File: config.mk
export PLATFORM = sky130hd
export DESIGN_NAME = fu_issue_scheduler_flat
export DESIGN_NICKNAME = d
export VERILOG_FILES = /design/src/rtl/fu_issue_scheduler_pkg.sv /design/src/rtl/fu_issue_scheduler_if.sv /design/src/rtl/fu_issue_scheduler_age_priority_select.sv /design/src/rtl/fu_issue_scheduler.sv /design/src/flat_wrapper.sv
export SDC_FILE = /design/constraint.sdc
export NUM_CORES = 1
export LEC_CHECK = 0
export CORE_MARGIN = 1
export CORE_UTILIZATION = 51
export CTS_CLUSTER_SIZE = 10
export DETAILED_ROUTE_END_ITERATION = 7
export PLACE_DENSITY = 0.74
export SETUP_SLACK_MARGIN = 0.3
export SYNTH_ARGS = -nofsm -noshare
export SYNTH_HDL_FRONTEND = slang
export SYNTH_SLANG_ARGS = --single-unit
File: constraint.sdc
create_clock -name clock -period 23 [get_ports clock]
set_input_delay 2.3 -clock clock [delete_from_list [all_inputs] [get_ports clock]]
set_output_delay 2.3 -clock clock [all_outputs]
set_load 0.05 [all_outputs]
File: src/rtl/fu_issue_scheduler_pkg.sv
// Shared parameters, types and helpers for the issue-stage scheduler slice.
// Imported by the interface, the age selector and the scheduler top.
package fu_issue_scheduler_pkg;

   localparam int N_RS     = 8;
   localparam int N_WAY    = 2;
   localparam int N_MULT   = 1;
   localparam int MULT_LAT = 4;
   localparam int CDB_BITS = 6;

   localparam int IW = $clog2(N_RS) + 1;
   localparam int CW = $clog2(N_WAY) + 1;
   localparam int RW = $clog2(N_RS);
   localparam int FW = $clog2(N_WAY);

   typedef logic [RW-1:0]       rs_idx_t;
   typedef logic [FW-1:0]       fu_id_t;
   typedef logic [CW-1:0]       cnt_t;
   typedef logic [CW:0]         sum_t;
   typedef logic [CDB_BITS-1:0] tag_t;

   typedef logic [N_RS-1:0][IW-1:0]       order_vec_t;
   typedef logic [N_RS-1:0][CDB_BITS-1:0] tag_vec_t;
   typedef logic [MULT_LAT-1:0][CW-1:0]   wb_table_t;

   typedef enum logic {FU_ALU, FU_MULT} fu_type_e;

   typedef struct packed {
      logic     valid;
      rs_idx_t  rs_idx;
      fu_type_e fu_type;
      fu_id_t   fu_id;
      tag_t     dest_tag;
   } issue_grant_t;

   // A booking table is legal only if no future cycle owes more than N_WAY CDB writes.
   function automatic logic table_in_range(wb_table_t tbl);
      logic ok;
      ok = 1'b1;
      for (int i = 0; i < MULT_LAT; i++) begin
         if (tbl[i] > cnt_t'(N_WAY)) ok = 1'b0;
      end
      return ok;
   endfunction

endpackage

File: src/rtl/fu_issue_scheduler_if.sv
// Request/grant bundle between the reservation station (master) and the
// issue scheduler (slave), including the issue packets toward execute.
interface fu_issue_scheduler_if;
   import fu_issue_scheduler_pkg::*;

   logic                      ex_stall;
   logic [N_RS-1:0]           req_valid;
   logic [N_RS-1:0]           req_is_mult;
   order_vec_t                req_order;
   tag_vec_t                  req_dest_tag;
   logic [N_RS-1:0]           grant;
   cnt_t                      issue_num;
   issue_grant_t [N_WAY-1:0]  issue_packet;
   wb_table_t                 wb_resv;

   modport master (
      output ex_stall, req_valid, req_is_mult, req_order, req_dest_tag,
      input  grant, issue_num, issue_packet, wb_resv
   );

   modport slave (
      input  ex_stall, req_valid, req_is_mult, req_order, req_dest_tag,
      output grant, issue_num, issue_packet, wb_resv
   );

endinterface

File: src/rtl/fu_issue_scheduler_age_priority_select.sv
// Combinational age sorter: lists eligible RS entries oldest first,
// breaking order ties toward the lower RS index.
module age_priority_select
   import fu_issue_scheduler_pkg::*;
(
   input  order_vec_t            order,
   input  logic [N_RS-1:0]       eligible,
   output rs_idx_t [N_RS-1:0]    sorted_idx,
   output logic [N_RS-1:0]       sorted_valid
);

   rs_idx_t rank;

   // Each eligible entry lands at the position equal to the count of entries that beat it.
   always_comb begin
      sorted_idx   = '0;
      sorted_valid = '0;
      rank         = '0;
      for (int i = 0; i < N_RS; i++) begin
         rank = '0;
         if (eligible[i]) begin
            for (int j = 0; j < N_RS; j++) begin
               if (eligible[j] && ((order[j] < order[i]) || ((order[j] == order[i]) && (j < i)))) begin
                  rank = rank + rs_idx_t'(1);
               end
            end
            sorted_idx[rank]   = rs_idx_t'(i);
            sorted_valid[rank] = 1'b1;
         end
      end
   end

endmodule

File: src/rtl/fu_issue_scheduler.sv
// Issue scheduler: picks up to N_WAY ready entries oldest first, binds them to
// ALUs or multipliers, and books future CDB slots so writeback never exceeds N_WAY.
module fu_issue_scheduler
   import fu_issue_scheduler_pkg::*;
(
   input logic                 clock,
   input logic                 reset,
   fu_issue_scheduler_if.slave bus
);

   logic                     active;
   logic [N_RS-1:0]          eligible;
   rs_idx_t [N_RS-1:0]       sorted_idx;
   logic [N_RS-1:0]          sorted_valid;
   wb_table_t                wb_q;
   wb_table_t                wb_next;
   logic [N_RS-1:0]          grant;
   issue_grant_t [N_WAY-1:0] packet;
   sum_t                     n_grant;
   sum_t                     alu_cnt;
   sum_t                     mult_cnt;
   rs_idx_t                  idx;
   logic                     take;
   fu_type_e                 take_type;
   sum_t                     take_unit;
   logic [N_RS-1:0]          order_zero;

   function automatic issue_grant_t make_packet(rs_idx_t rs, fu_type_e ft, sum_t unit, tag_t tag);
      issue_grant_t g;
      g.valid    = 1'b1;
      g.rs_idx   = rs;
      g.fu_type  = ft;
      g.fu_id    = fu_id_t'(unit);
      g.dest_tag = tag;
      return g;
   endfunction

   assign active   = reset && !bus.ex_stall;
   assign eligible = bus.req_valid & {N_RS{active}};

   age_priority_select u_select (
      .order        (bus.req_order),
      .eligible     (eligible),
      .sorted_idx   (sorted_idx),
      .sorted_valid (sorted_valid)
   );

   // Walk candidates oldest first; a blocked entry is skipped so younger ones can still issue.
   always_comb begin
      grant     = '0;
      packet    = '0;
      n_grant   = '0;
      alu_cnt   = '0;
      mult_cnt  = '0;
      idx       = '0;
      take      = 1'b0;
      take_type = FU_ALU;
      take_unit = '0;
      for (int p = 0; p < N_RS; p++) begin
         idx       = sorted_idx[p];
         take      = 1'b0;
         take_type = FU_ALU;
         take_unit = alu_cnt;
         if (sorted_valid[p] && (n_grant < sum_t'(N_WAY))) begin
            if (!bus.req_is_mult[idx]) begin
               take = (sum_t'(wb_q[0]) + alu_cnt) < sum_t'(N_WAY);
            end else begin
               take_type = FU_MULT;
               take_unit = mult_cnt;
               take = (mult_cnt < sum_t'(N_MULT)) &&
                      ((sum_t'(wb_q[MULT_LAT-1]) + mult_cnt) < sum_t'(N_WAY));
            end
         end
         if (take) begin
            grant[idx] = 1'b1;
            for (int k = 0; k < N_WAY; k++) begin
               if (sum_t'(k) == n_grant) begin
                  packet[k] = make_packet(idx, take_type, take_unit, bus.req_dest_tag[idx]);
               end
            end
            n_grant = n_grant + sum_t'(1);
            if (take_type == FU_MULT) mult_cnt = mult_cnt + sum_t'(1);
            else                      alu_cnt  = alu_cnt + sum_t'(1);
         end
      end
   end

   // ALU results are checked against slot 0 but never stored; only multiplier bookings persist.
   always_comb begin
      wb_next = wb_q;
      if (!bus.ex_stall) begin
         for (int i = 0; i < MULT_LAT-1; i++) begin
            wb_next[i] = wb_q[i+1];
         end
         wb_next[MULT_LAT-1] = '0;
         wb_next[MULT_LAT-2] = wb_next[MULT_LAT-2] + cnt_t'(mult_cnt);
      end
   end

   always_ff @(posedge clock or negedge reset) begin
      if (!reset) wb_q <= '0;
      else        wb_q <= wb_next;
   end

   assign bus.grant        = grant;
   assign bus.issue_num    = cnt_t'(n_grant);
   assign bus.issue_packet = packet;
   assign bus.wb_resv      = wb_q;

   always_comb begin
      order_zero = '0;
      for (int i = 0; i < N_RS; i++) begin
         order_zero[i] = (bus.req_order[i] == '0);
      end
   end

   ap_table_range: assert property (@(posedge clock) disable iff (!reset) table_in_range(wb_next));
   ap_order_legal: assert property (@(posedge clock) disable iff (!reset) ((bus.req_valid & order_zero) == '0));

endmodule

File: src/flat_wrapper.sv
// flat-port wrapper written by rule: the top's interface ports become plain ports
module fu_issue_scheduler_flat import fu_issue_scheduler_pkg::*;
  (clock, reset, bus_ex_stall, bus_req_valid, bus_req_is_mult, bus_req_order, bus_req_dest_tag, bus_grant, bus_issue_num, bus_issue_packet, bus_wb_resv);
  fu_issue_scheduler_if bus_i ();
  input logic clock;
  input logic reset;
  input wire logic [$bits(bus_i.ex_stall)-1:0] bus_ex_stall;
  input wire logic [$bits(bus_i.req_valid)-1:0] bus_req_valid;
  input wire logic [$bits(bus_i.req_is_mult)-1:0] bus_req_is_mult;
  input wire logic [$bits(bus_i.req_order)-1:0] bus_req_order;
  input wire logic [$bits(bus_i.req_dest_tag)-1:0] bus_req_dest_tag;
  output wire logic [$bits(bus_i.grant)-1:0] bus_grant;
  output wire logic [$bits(bus_i.issue_num)-1:0] bus_issue_num;
  output wire logic [$bits(bus_i.issue_packet)-1:0] bus_issue_packet;
  output wire logic [$bits(bus_i.wb_resv)-1:0] bus_wb_resv;
  assign bus_i.ex_stall = bus_ex_stall;
  assign bus_i.req_valid = bus_req_valid;
  assign bus_i.req_is_mult = bus_req_is_mult;
  assign bus_i.req_order = bus_req_order;
  assign bus_i.req_dest_tag = bus_req_dest_tag;
  assign bus_grant = bus_i.grant;
  assign bus_issue_num = bus_i.issue_num;
  assign bus_issue_packet = bus_i.issue_packet;
  assign bus_wb_resv = bus_i.wb_resv;
  fu_issue_scheduler u_core (.clock(clock), .reset(reset), .bus(bus_i));
endmodule
==> impl_metrics.py <==
metrics = {
    "pwr": {
        "intPower_uw": 375,
        "power_density_mw_per_mm2": 50.1,
        "vdd_ir_drop_max_v": 0.000138,
        "power_frac_comb_pct": 94.8,
        "power.switching_uw": 532,
        "p_sw_share_pct": 58.7,
        "cellLeakagePower_uw": 0.00813,
        "clkPwrFrac_pct": 3.1,
        "power_frac_seq_pct": 2.1,
    },
    "floorplanning": {
        "coreArea_mm2": 0.0288,
        "ios": 141,
        "die_h_um": 173,
        "die_w_um": 173,
        "num_rows": 62,
        "start_util_pct": 52.1,
        "dieArea_mm2": 0.0301,
    },
    "timing": {
        "clock.fmax_mhz": 44.1,
        "fin_skew_ns": 0.000885,
        "timing.slew.headroom_pct": 9.02,
        "setup_ws_ns": 0.343,
        "worst_pin_slew_ns": 1.35,
        "setup_viol": 0,
        "final.min_clock_period_ns": 22.66,
        "fin_crit_sh_pct": 98.5,
        "hold_viol": 0,
        "slew_violations": 0,
        "fin_tns_setup_ns": 0,
    },
    "worst_setup_path": {
        "critPathRequiredTime_ns": 20.70,
        "critPathSlowestCell": "fa_1",
        "rr_startpoint": "u_core.bus.wb_resv[1]",
        "critPathKind": "primary input to primary output",
        "reg2reg_depth": 42,
        "slowest_delay_ns": 0.54,
        "reg2reg_to": "u_core.bus.wb_resv[4]",
        "start_kind": "primary input",
        "path_max_fanout": 6,
        "r2r_slack_ns": 12.03,
        "cp.arrival_ns": 20.36,
        "crit_path_end_kind": "primary output",
    },
    "global_routing": {
        "grt_pass1_vias": 17750,
        "grtUsageTotal_pct": 47.8,
        "overflow": 0,
        "grt_max_degree": 23,
        "grt_first_pass_wirelength_mm": 109,
        "antenna_found_initial": 0,
    },
    "synthesis": {
        "yosys_register_bits": 6,
        "netlist_area_mm2": 0.0150,
        "yosys.cell_types.count": 113,
        "yosysSeqAreaShare_pct": 1.00,
        "postSynthCellCount": 2071,
        "avgSynthCellArea_um2": 7.24,
        "yosysWarnings": 0,
        "synth_enable_flop_cells": 0,
        "synthFlopType": "dfrtp_1",
        "ys_async_sr_fraction_pct": 100,
    },
    "drt": {
        "drc": 9,
        "drt-vias-per-instance": 7.35,
        "dr.first_iter.drc_count": 2722,
        "drtPass1Iterations": 8,
        "finalWirelength_mm": 76.4,
        "wl_per_cell_um": 29.7,
        "final_antenna_net_count": 0,
        "vias": 18921,
    },
    "final_layout": {
        "drive_gt1_share_pct": 16.4,
        "largest_reg_flops": 6,
        "diodes": 0,
        "final_nets": 2487,
        "n_fill_cell": 2494,
        "syn_to_final_growth_pct": 20.6,
    },
    "clock_network": {
        "cts_buffers": 3,
        "clk_latency_ns": 0.22,
        "clock-sinks": 6,
        "htreeDepth": 1,
        "cts-root-buf": "clkbuf_16",
        "clk_pin_slew_ns": 0.03,
        "cts_tree": "done",
        "cts_max_path_buffers": 2,
    },
    "run": {
        "cap_viol_max_count": 0,
    },
    "hold_path": {
        "min-delay-path-class": "flop to flop",
        "whs_path_depth": 1,
        "holdCritStartpoint": "u_core.bus.wb_resv[2]",
        "worstHoldEndpoint": "u_core.bus.wb_resv[2]",
    },
    "placed_design": {
        "io_buffers": 138,
        "place_ws_ns": -0.585,
        "hpwl_mm": 57.5,
        "globalplace.congestion": 1.09,
    },
    "run_status": {
        "status": "finished with violations",
        "violations": "DRC",
    },
}
[synthesized netlist by cell type, types with 8 or more instances]
library cell  count  share of area [%]
and3b_1           8               0.47
mux2i_1         149                9.9
xnor3_1          16                2.4
o21ai_0          74                2.5
and3_1           14               0.58
xnor2_1          42                2.5
clkbuf_1         75                1.9
nor4_1           20               0.83
a31o_2           14               0.82
nand3_1          46                1.5
xor2_1           20                1.2
nand4_1          33                1.4
a21o_1           15               0.75
a211oi_1         24                1.2
buf_2            15               0.50
nand2b_1         22               0.92
ha_1            190                 16
a211oi_2          9               0.75
mux2_2           51                3.8
and2_1           31                1.3
o221ai_1         18                1.1
a22oi_1          32                1.6
a31oi_1          25                1.0
and4_1           18                1.1
o21a_1           22                1.1
o2111ai_1         8               0.47
o211ai_1         42                2.1
a211o_1           8               0.47
buf_4             9               0.45
o31ai_1          14               0.70
a221oi_1         27                1.6
nor2_1          153                3.8
or2_2            15               0.63
nor2b_1          46                1.9
a21oi_1         173                5.8
a2111oi_0        14               0.82
or3_1            13               0.54
nand2_1         213                5.3
buf_1            12               0.30
inv_1           122                3.1
o22ai_1          16               0.67
nor3_1           21               0.70
a222oi_1         10               0.67
[logic make-up after synthesis]
group | after synthesis | synth area share, %
AO/OA/AOI/OAI | 645 | 30.5
XOR/XNOR | 90 | 7.60
adder cells (fa/ha/maj) | 197 | 16.8
buffers and inverters | 239 | 6.53
flip-flops | 6 | 1.00
multiplexers | 201 | 13.9
other | 1 | 0.0250
AND/OR/NAND/NOR | 692 | 23.7
[per-stage QoR]
step	total power, µW	cells	area (µm²)	utilization [%]	hold slack (ns)
2_1_floorplan	502	2072	15000	-	0.826
3_3_place_gp	762	2538	17200	59.8	0.510
3_5_place_dp	780	2538	17200	59.8	0.527
4_1_cts	836	2551	17500	60.9	0.538
5_1_grt	948	2573	18100	62.8	0.554
6_report	906	2573	18100	62.8	0.538
[critical path, delay by kind of cell]
kind                       cells  cell delay (ns)
buffers and inverters         11             1.75
AOI/OAI and AO/OA             22             4.43
and+or+nand+nor               22             4.20
adders and majority gates     12             4.35
xor gates and xnor gates       5             1.24
muxes                          7             2.02
[cell type report]
cell class	count	area, µm²	share of cell area, %
repair buffers	228	2440	13.5
clock buffers	3	75.1	0.415
flip-flops and latches	6	150	0.830
well taps	384	480	2.66
multi-input cells	1828	14500	80.0
inverters	124	472	2.61
[per-layer routing]
| metal | GRT usage, % | share of wire [%] |
|---|---|---|
| met5 | 0 | 0 |
| met4 | 21.3 | 5.3 |
| met3 | 17.3 | 16 |
| met2 | 69.1 | 40 |
| met1 | 63.1 | 39 |
[power groups by stage]
stage	Sequential [µW]	Clock, µW	Combinational (µW)
4_1_cts	19.2	28.0	788
6_report	19.3	27.7	859
3_3_place_gp	19.0	0	743
2_1_floorplan	28.1	0	474
3_5_place_dp	19.1	0	761
5_1_grt	20.1	29.1	898
[cell usage in the layout, fill, tap and decap left out, types with 44 or more instances in the layout]
cell / instances
nand3_1: 45
a21oi_1: 168
ha_1: 188
clkdlybuf4s50_1: 93
nand2_1: 212
nor2b_1: 44
nor2_1: 152
inv_1: 116
buf_4: 88
o21ai_0: 67
mux2i_1: 139
mux2_2: 48
[how the worst max path moves through the flow]
stage / depth (start not counted) / startpoint / to
5_1_grt: 82 / bus_req_order[0] / bus_issue_packet[12]
3_5_place_dp: 77 / bus_req_order[13] / bus_issue_packet[6]
2_1_floorplan: 80 / bus_req_order[25] / bus_grant[4]
3_3_place_gp: 76 / bus_req_order[25] / bus_issue_packet[7]
6_report: 79 / bus_req_order[7] / bus_issue_packet[12]
4_1_cts: 78 / bus_req_order[25] / bus_issue_packet[18]
[timing repair]
action                     in CTS  in global routing
resized for setup              35                 89
hold buffers                    0                  0
setup endpoints to repair      34                 34
pin swaps                       7                 33
cloned                          1                  0
buffers inserted                9                 22
(Power assumes the default switching activity.)
